$ cat config.mk
export PLATFORM = sky130hd
export DESIGN_NAME = rv32im_decode_stage
export DESIGN_NICKNAME = d
export VERILOG_FILES = /design/src/rtl/rv32im_decode_stage.sv
export SDC_FILE = /design/constraint.sdc
export NUM_CORES = 1
export LEC_CHECK = 0
export ABC_AREA = 1
export CAP_MARGIN = 40
export CORE_UTILIZATION = 30
export CTS_BUF_LIST = sky130_fd_sc_hd__clkbuf_16
export DETAILED_ROUTE_END_ITERATION = 8
export HOLD_SLACK_MARGIN = 0.15
export PLACE_DENSITY = 0.6
export SKIP_CTS_REPAIR_TIMING = 1
export SLEW_MARGIN = 30
export SYNTH_ARGS = -nofsm -noshare
export SYNTH_HDL_FRONTEND = slang
export SYNTH_SLANG_ARGS = --single-unit
$ cat constraint.sdc
create_clock -name clk -period 1.9 [get_ports clk]
set_input_delay 0.475 -clock clk [delete_from_list [all_inputs] [get_ports clk]]
set_output_delay 0.475 -clock clk [all_outputs]
set_load 0.02 [all_outputs]
$ cat src/rtl/rv32im_decode_stage.sv
// RV32IM decode stage: combinational decode of the fetched word into a
// two-entry (output + skid) buffer with registered in_ready.
module rv32im_decode_stage #(
   parameter bit M_EXT = 1'b1
) (
   input  logic        clk,
   input  logic        reset,
   input  logic        flush,
   input  logic        in_valid,
   output logic        in_ready,
   input  logic [31:0] in_instr,
   input  logic [31:0] in_pc,
   output logic        out_valid,
   input  logic        out_ready,
   output logic [31:0] out_pc,
   output logic [4:0]  out_rd,
   output logic [4:0]  out_rs1,
   output logic [4:0]  out_rs2,
   output logic [2:0]  out_funct3,
   output logic [31:0] out_imm,
   output logic [3:0]  out_opclass,
   output logic        out_is_m,
   output logic        out_wen,
   output logic        out_illegal
);

   localparam logic [3:0] CL_LUI = 4'd0, CL_AUIPC = 4'd1, CL_JAL = 4'd2, CL_JALR = 4'd3,
                          CL_BRANCH = 4'd4, CL_LOAD = 4'd5, CL_STORE = 4'd6, CL_OP_IMM = 4'd7,
                          CL_OP = 4'd8, CL_FENCE = 4'd9, CL_SYSTEM = 4'd10, CL_ILLEGAL = 4'd15;

   typedef struct packed {
      logic [31:0] pc;
      logic [4:0]  rd;
      logic [4:0]  rs1;
      logic [4:0]  rs2;
      logic [2:0]  funct3;
      logic [31:0] imm;
      logic [3:0]  opclass;
      logic        is_m;
      logic        wen;
      logic        illegal;
   } dec_t;

   dec_t       dec;
   dec_t       out_q, out_n, skid_q, skid_n;
   logic       out_valid_q, out_valid_n, skid_valid_q, skid_valid_n, in_ready_q;
   logic [6:0] opcode, f7;
   logic [2:0] f3;
   logic [31:0] imm_i, imm_s, imm_b, imm_u, imm_j;

   assign opcode = in_instr[6:0];
   assign f3     = in_instr[14:12];
   assign f7     = in_instr[31:25];
   assign imm_i  = {{20{in_instr[31]}}, in_instr[31:20]};
   assign imm_s  = {{20{in_instr[31]}}, in_instr[31:25], in_instr[11:7]};
   assign imm_b  = {{19{in_instr[31]}}, in_instr[31], in_instr[7], in_instr[30:25], in_instr[11:8], 1'b0};
   assign imm_u  = {in_instr[31:12], 12'b0};
   assign imm_j  = {{11{in_instr[31]}}, in_instr[31], in_instr[19:12], in_instr[20], in_instr[30:21], 1'b0};

   always_comb begin
      dec         = '0;
      dec.pc      = in_pc;
      dec.rd      = in_instr[11:7];
      dec.rs1     = in_instr[19:15];
      dec.rs2     = in_instr[24:20];
      dec.funct3  = f3;
      dec.opclass = CL_ILLEGAL;
      case (opcode)
         7'b0110111: begin dec.opclass = CL_LUI;   dec.imm = imm_u; end
         7'b0010111: begin dec.opclass = CL_AUIPC; dec.imm = imm_u; end
         7'b1101111: begin dec.opclass = CL_JAL;   dec.imm = imm_j; end
         7'b1100111: begin
            dec.opclass = CL_JALR; dec.imm = imm_i;
            dec.illegal = (f3 != 3'b000);
         end
         7'b1100011: begin
            dec.opclass = CL_BRANCH; dec.imm = imm_b;
            dec.illegal = (f3 == 3'b010) || (f3 == 3'b011);
         end
         7'b0000011: begin
            dec.opclass = CL_LOAD; dec.imm = imm_i;
            dec.illegal = (f3 == 3'b011) || (f3 == 3'b110) || (f3 == 3'b111);
         end
         7'b0100011: begin
            dec.opclass = CL_STORE; dec.imm = imm_s;
            dec.illegal = (f3 >= 3'b011);
         end
         7'b0010011: begin
            dec.opclass = CL_OP_IMM; dec.imm = imm_i;
            if (f3 == 3'b001)      dec.illegal = (f7 != 7'b0000000);
            else if (f3 == 3'b101) dec.illegal = (f7 != 7'b0000000) && (f7 != 7'b0100000);
         end
         7'b0110011: begin
            dec.opclass = CL_OP;
            if (f7 == 7'b0000000) dec.illegal = 1'b0;
            else if (f7 == 7'b0100000 && (f3 == 3'b000 || f3 == 3'b101)) dec.illegal = 1'b0;
            else if (f7 == 7'b0000001 && M_EXT) dec.is_m = 1'b1;
            else dec.illegal = 1'b1;
         end
         7'b0001111: dec.opclass = CL_FENCE;
         7'b1110011: dec.opclass = CL_SYSTEM;
         default:    dec.illegal = 1'b1;
      endcase
      if (in_instr[1:0] != 2'b11) dec.illegal = 1'b1;
      // Illegal words still flow downstream, but carry no side effects.
      if (dec.illegal) begin
         dec.opclass = CL_ILLEGAL;
         dec.imm     = '0;
         dec.is_m    = 1'b0;
      end
      dec.wen = !dec.illegal && (dec.rd != 5'd0) &&
                (dec.opclass inside {CL_LUI, CL_AUIPC, CL_JAL, CL_JALR, CL_LOAD, CL_OP_IMM, CL_OP});
   end

   // Handshake: a word moves when valid && ready are both high at a rising edge.
   // in_ready is registered (!skid_valid next); outputs hold while out_valid && !out_ready.
   logic accept, out_fire;
   assign accept   = in_valid && in_ready_q;
   assign out_fire = out_valid_q && out_ready;

   always_comb begin
      out_n        = out_q;
      skid_n       = skid_q;
      out_valid_n  = out_valid_q;
      skid_valid_n = skid_valid_q;
      if (flush) begin
         out_valid_n  = 1'b0;
         skid_valid_n = 1'b0;
      end else if (out_fire && skid_valid_q) begin
         out_n        = skid_q;
         skid_valid_n = accept;
         if (accept) skid_n = dec;
      end else if (accept) begin
         if (!out_valid_q || out_ready) begin
            out_n       = dec;
            out_valid_n = 1'b1;
         end else begin
            skid_n       = dec;
            skid_valid_n = 1'b1;
         end
      end else if (out_fire) begin
         out_valid_n = 1'b0;
      end
   end

   always_ff @(posedge clk) begin
      if (reset) begin
         out_q        <= '0;
         skid_q       <= '0;
         out_valid_q  <= 1'b0;
         skid_valid_q <= 1'b0;
         in_ready_q   <= 1'b1;
      end else begin
         out_q        <= out_n;
         skid_q       <= skid_n;
         out_valid_q  <= out_valid_n;
         skid_valid_q <= skid_valid_n;
         in_ready_q   <= !skid_valid_n;
      end
   end

   assign in_ready    = in_ready_q;
   assign out_valid   = out_valid_q;
   assign out_pc      = out_q.pc;
   assign out_rd      = out_q.rd;
   assign out_rs1     = out_q.rs1;
   assign out_rs2     = out_q.rs2;
   assign out_funct3  = out_q.funct3;
   assign out_imm     = out_q.imm;
   assign out_opclass = out_q.opclass;
   assign out_is_m    = out_q.is_m;
   assign out_wen     = out_q.wen;
   assign out_illegal = out_q.illegal;

endmodule

==> impl_metrics.json <==
{
  "status": "finished clean",
  "cp_num_buf_inv": 1,
  "htree_num_levels": 4,
  "clkSinkCount": 181,
  "clkLatencyLatePin_ns": 0.43,
  "cp.depth": 1,
  "finalPower_w": 0.00874,
  "route.detailed.drc": 0,
  "drv_cap": 0,
  "rsz0062_at_grt": "no",
  "fp.dieArea_sq_um": 26400,
  "clock.fmax_ghz": 0.537,
  "area_growth_pct": 46.6,
  "startpoint_type": "register",
  "synth_seq_cells": 181,
  "layout_commonest_cell": "nand2_1",
  "max_stage_delay_ns": 0.61,
  "cts_tree": "built",
  "fill_cells": 2494,
  "antennaDiodeCount": 0,
  "die_h_um": 162,
  "drive_above_1_share_pct": 16.0,
  "synth_flop_cell": "dfxtp_1",
  "cp-end-kind": "output port",
  "synth-edff-count": 0,
  "place.gp.congestion": 0.895,
  "final_cell_mix": "249 x nand2_1, 181 x dfxtp_1, 143 x o21ai_0",
  "crit_family": "buffers and inverters",
  "fin_skew_ns": 0.00561,
  "yosys_warnings": 0,
  "syn_area_sq_um": 7720,
  "cts_made_buffers": 17,
  "cp-endpoint": "out_imm[27]",
  "hold_depth": 2,
  "crit_chain": "clkdlybuf4s50_1",
  "boundaryPins": 160,
  "grt_pass1_vias": 7238,
  "gr-total-overflow": 0,
  "hold_viol_final": 0,
  "p_per_area_nw_per_um2": 772,
  "multi_input_area_sq_um": 3840,
  "cp.arrival_ns": 1.39,
  "crit_start": "out_imm[27]$_SDFFE_PP0P_",
  "clk_path_buf_depth": 2,
  "p_leak_nw": 5.37,
  "vias_per_cell": 4.84,
  "root_buffer": "clkbuf_16",
  "vdd_drop_max_mv": 0.429,
  "r2r_slack_ns": 0.34,
  "whs_ns": 0.466,
  "cp.required_ns": 1.42,
  "crit_fanout": 2,
  "worstMarginPinSlew_ns": 0.384,
  "hold_path_class": "register to register",
  "timing.rr.end": "skid_q[86]$_SDFFE_PP0P_",
  "synth_nets": 1151,
  "seqCellArea_sq_um": 3620,
  "slowest_stage": "clkdlybuf4s50_1",
  "wl_mm": 25.1,
  "wl_per_cell_um": 15.5,
  "synthArstFlopShare_pct": 0,
  "drt_iter0_drc": 548,
  "start_util_pct": 30.7,
  "drtPass1Iterations": 7,
  "syn_inst": 1082,
  "grt_use_total_pct": 19.0,
  "antenna_left": 0,
  "ys_types": 30,
  "dpl.hpwl_mm": 16.6,
  "grt_pass1_wl_mm": 39.7,
  "period_minus_slack_ns": 1.86,
  "portBuffers": 159,
  "slew-limit-headroom_pct": 74.4,
  "fin_cells": 1619,
  "antenna_found_initial": 0,
  "path_class": "register to output port",
  "rows": 58,
  "dpl.cell_count": 1584,
  "setup_tns_ns": 0,
  "min_period_over_period_pct": 98.0,
  "setup_violations": 0,
  "reg2reg_depth": 8,
  "fin_nets": 1345,
  "yosysSeqAreaShare_pct": 46.9,
  "synth_area_per_cell_sq_um": 7.14,
  "core_sq_um": 25200,
  "die_w_um": 162,
  "vias": 7830,
  "clk_pin_slew_ns": 0.07,
  "grt_max_degree": 76,
  "r2r_start": "out_valid$_SDFFE_PP0P_",
  "maxSlewViolCount": 0
}
report_power, final:
group	internal, W	switching (W)
logic	0.000532	0.000629
clock network	0.00188	0.00170
registers	0.00393	0.0000709
total	0.00634	0.00240
cell families after synthesis:
kind of cell	count (synthesis)	share of synthesized area, %
simple gates	438	23.1
compound gates	345	23.9
flops	181	46.9
buf+inv	118	6.03
registers in the layout, summed over array words and instances (netlist names):
register and flops:
out_illegal 1, out_imm 32, out_funct3 3, skid_q 89, out_rd 5, skid_valid_q 1
in_ready 1, out_valid 1, out_is_m 1, out_wen 1, out_pc 32, out_opclass 4
out_rs2 5, out_rs1 5
metal layers:
layer | global-route usage [%] | wire [um]
met1 | 25.7 | 11900
met2 | 31.4 | 11700
met3 | 3.26 | 1240
met4 | 4.46 | 203
met5 | 0 | 0
metrics by stage:
| step | cell area [sq um] | setup slack, ns | util (%) |
|---|---|---|---|
| after detailed placement | 10300 | -0.794 | 40.8 |
| final | 11300 | 0.0377 | 45.0 |
| after global placement | 10300 | -0.745 | 40.8 |
| after global routing | 11300 | 0.00120 | 45.0 |
| after CTS | 10900 | -0.330 | 43.1 |
| after floorplan | 7720 | 0.0955 | - |
layout make-up:
type	instances	area share [%]
Multi-Input combinational cell	783	34.0
Sequential cell	181	32.0
Inverter	40	1.38
Clock buffer	17	3.76
Tap cell	330	3.65
Clock inverter	15	1.48
Timing Repair Buffer	253	23.8
Yosys cell counts (5+ instances only):
| master | instances | area, sq um |
|---|---|---|
| a31oi_1 | 50 | 313 |
| nand3_1 | 11 | 55.1 |
| inv_1 | 34 | 128 |
| inv_2 | 6 | 22.5 |
| nor2_2 | 11 | 68.8 |
| buf_1 | 11 | 41.3 |
| clkbuf_1 | 64 | 240 |
| nor2_4 | 5 | 56.3 |
| a21oi_2 | 6 | 52.6 |
| o21ai_0 | 144 | 721 |
| a21oi_1 | 132 | 661 |
| nor2_1 | 137 | 514 |
| dfxtp_1 | 181 | 3620 |
| nand2_1 | 258 | 968 |
worst min path at each step:
| stage | slack [ns] | from | to |
|---|---|---|---|
| finish | 0.47 | skid_q[33]$_SDFFE_PP0P_ | skid_q[33]$_SDFFE_PP0P_ |
| detailed placement | 0.46 | skid_q[36]$_SDFFE_PP0P_ | skid_q[36]$_SDFFE_PP0P_ |
| CTS | 0.47 | skid_q[36]$_SDFFE_PP0P_ | skid_q[36]$_SDFFE_PP0P_ |
| global route | 0.48 | skid_q[34]$_SDFFE_PP0P_ | skid_q[34]$_SDFFE_PP0P_ |
| floorplan | 0.45 | skid_q[2]$_SDFFE_PP0P_ | skid_q[2]$_SDFFE_PP0P_ |
| global placement | 0.45 | skid_q[32]$_SDFFE_PP0P_ | skid_q[32]$_SDFFE_PP0P_ |
(Power assumes the default switching activity.)
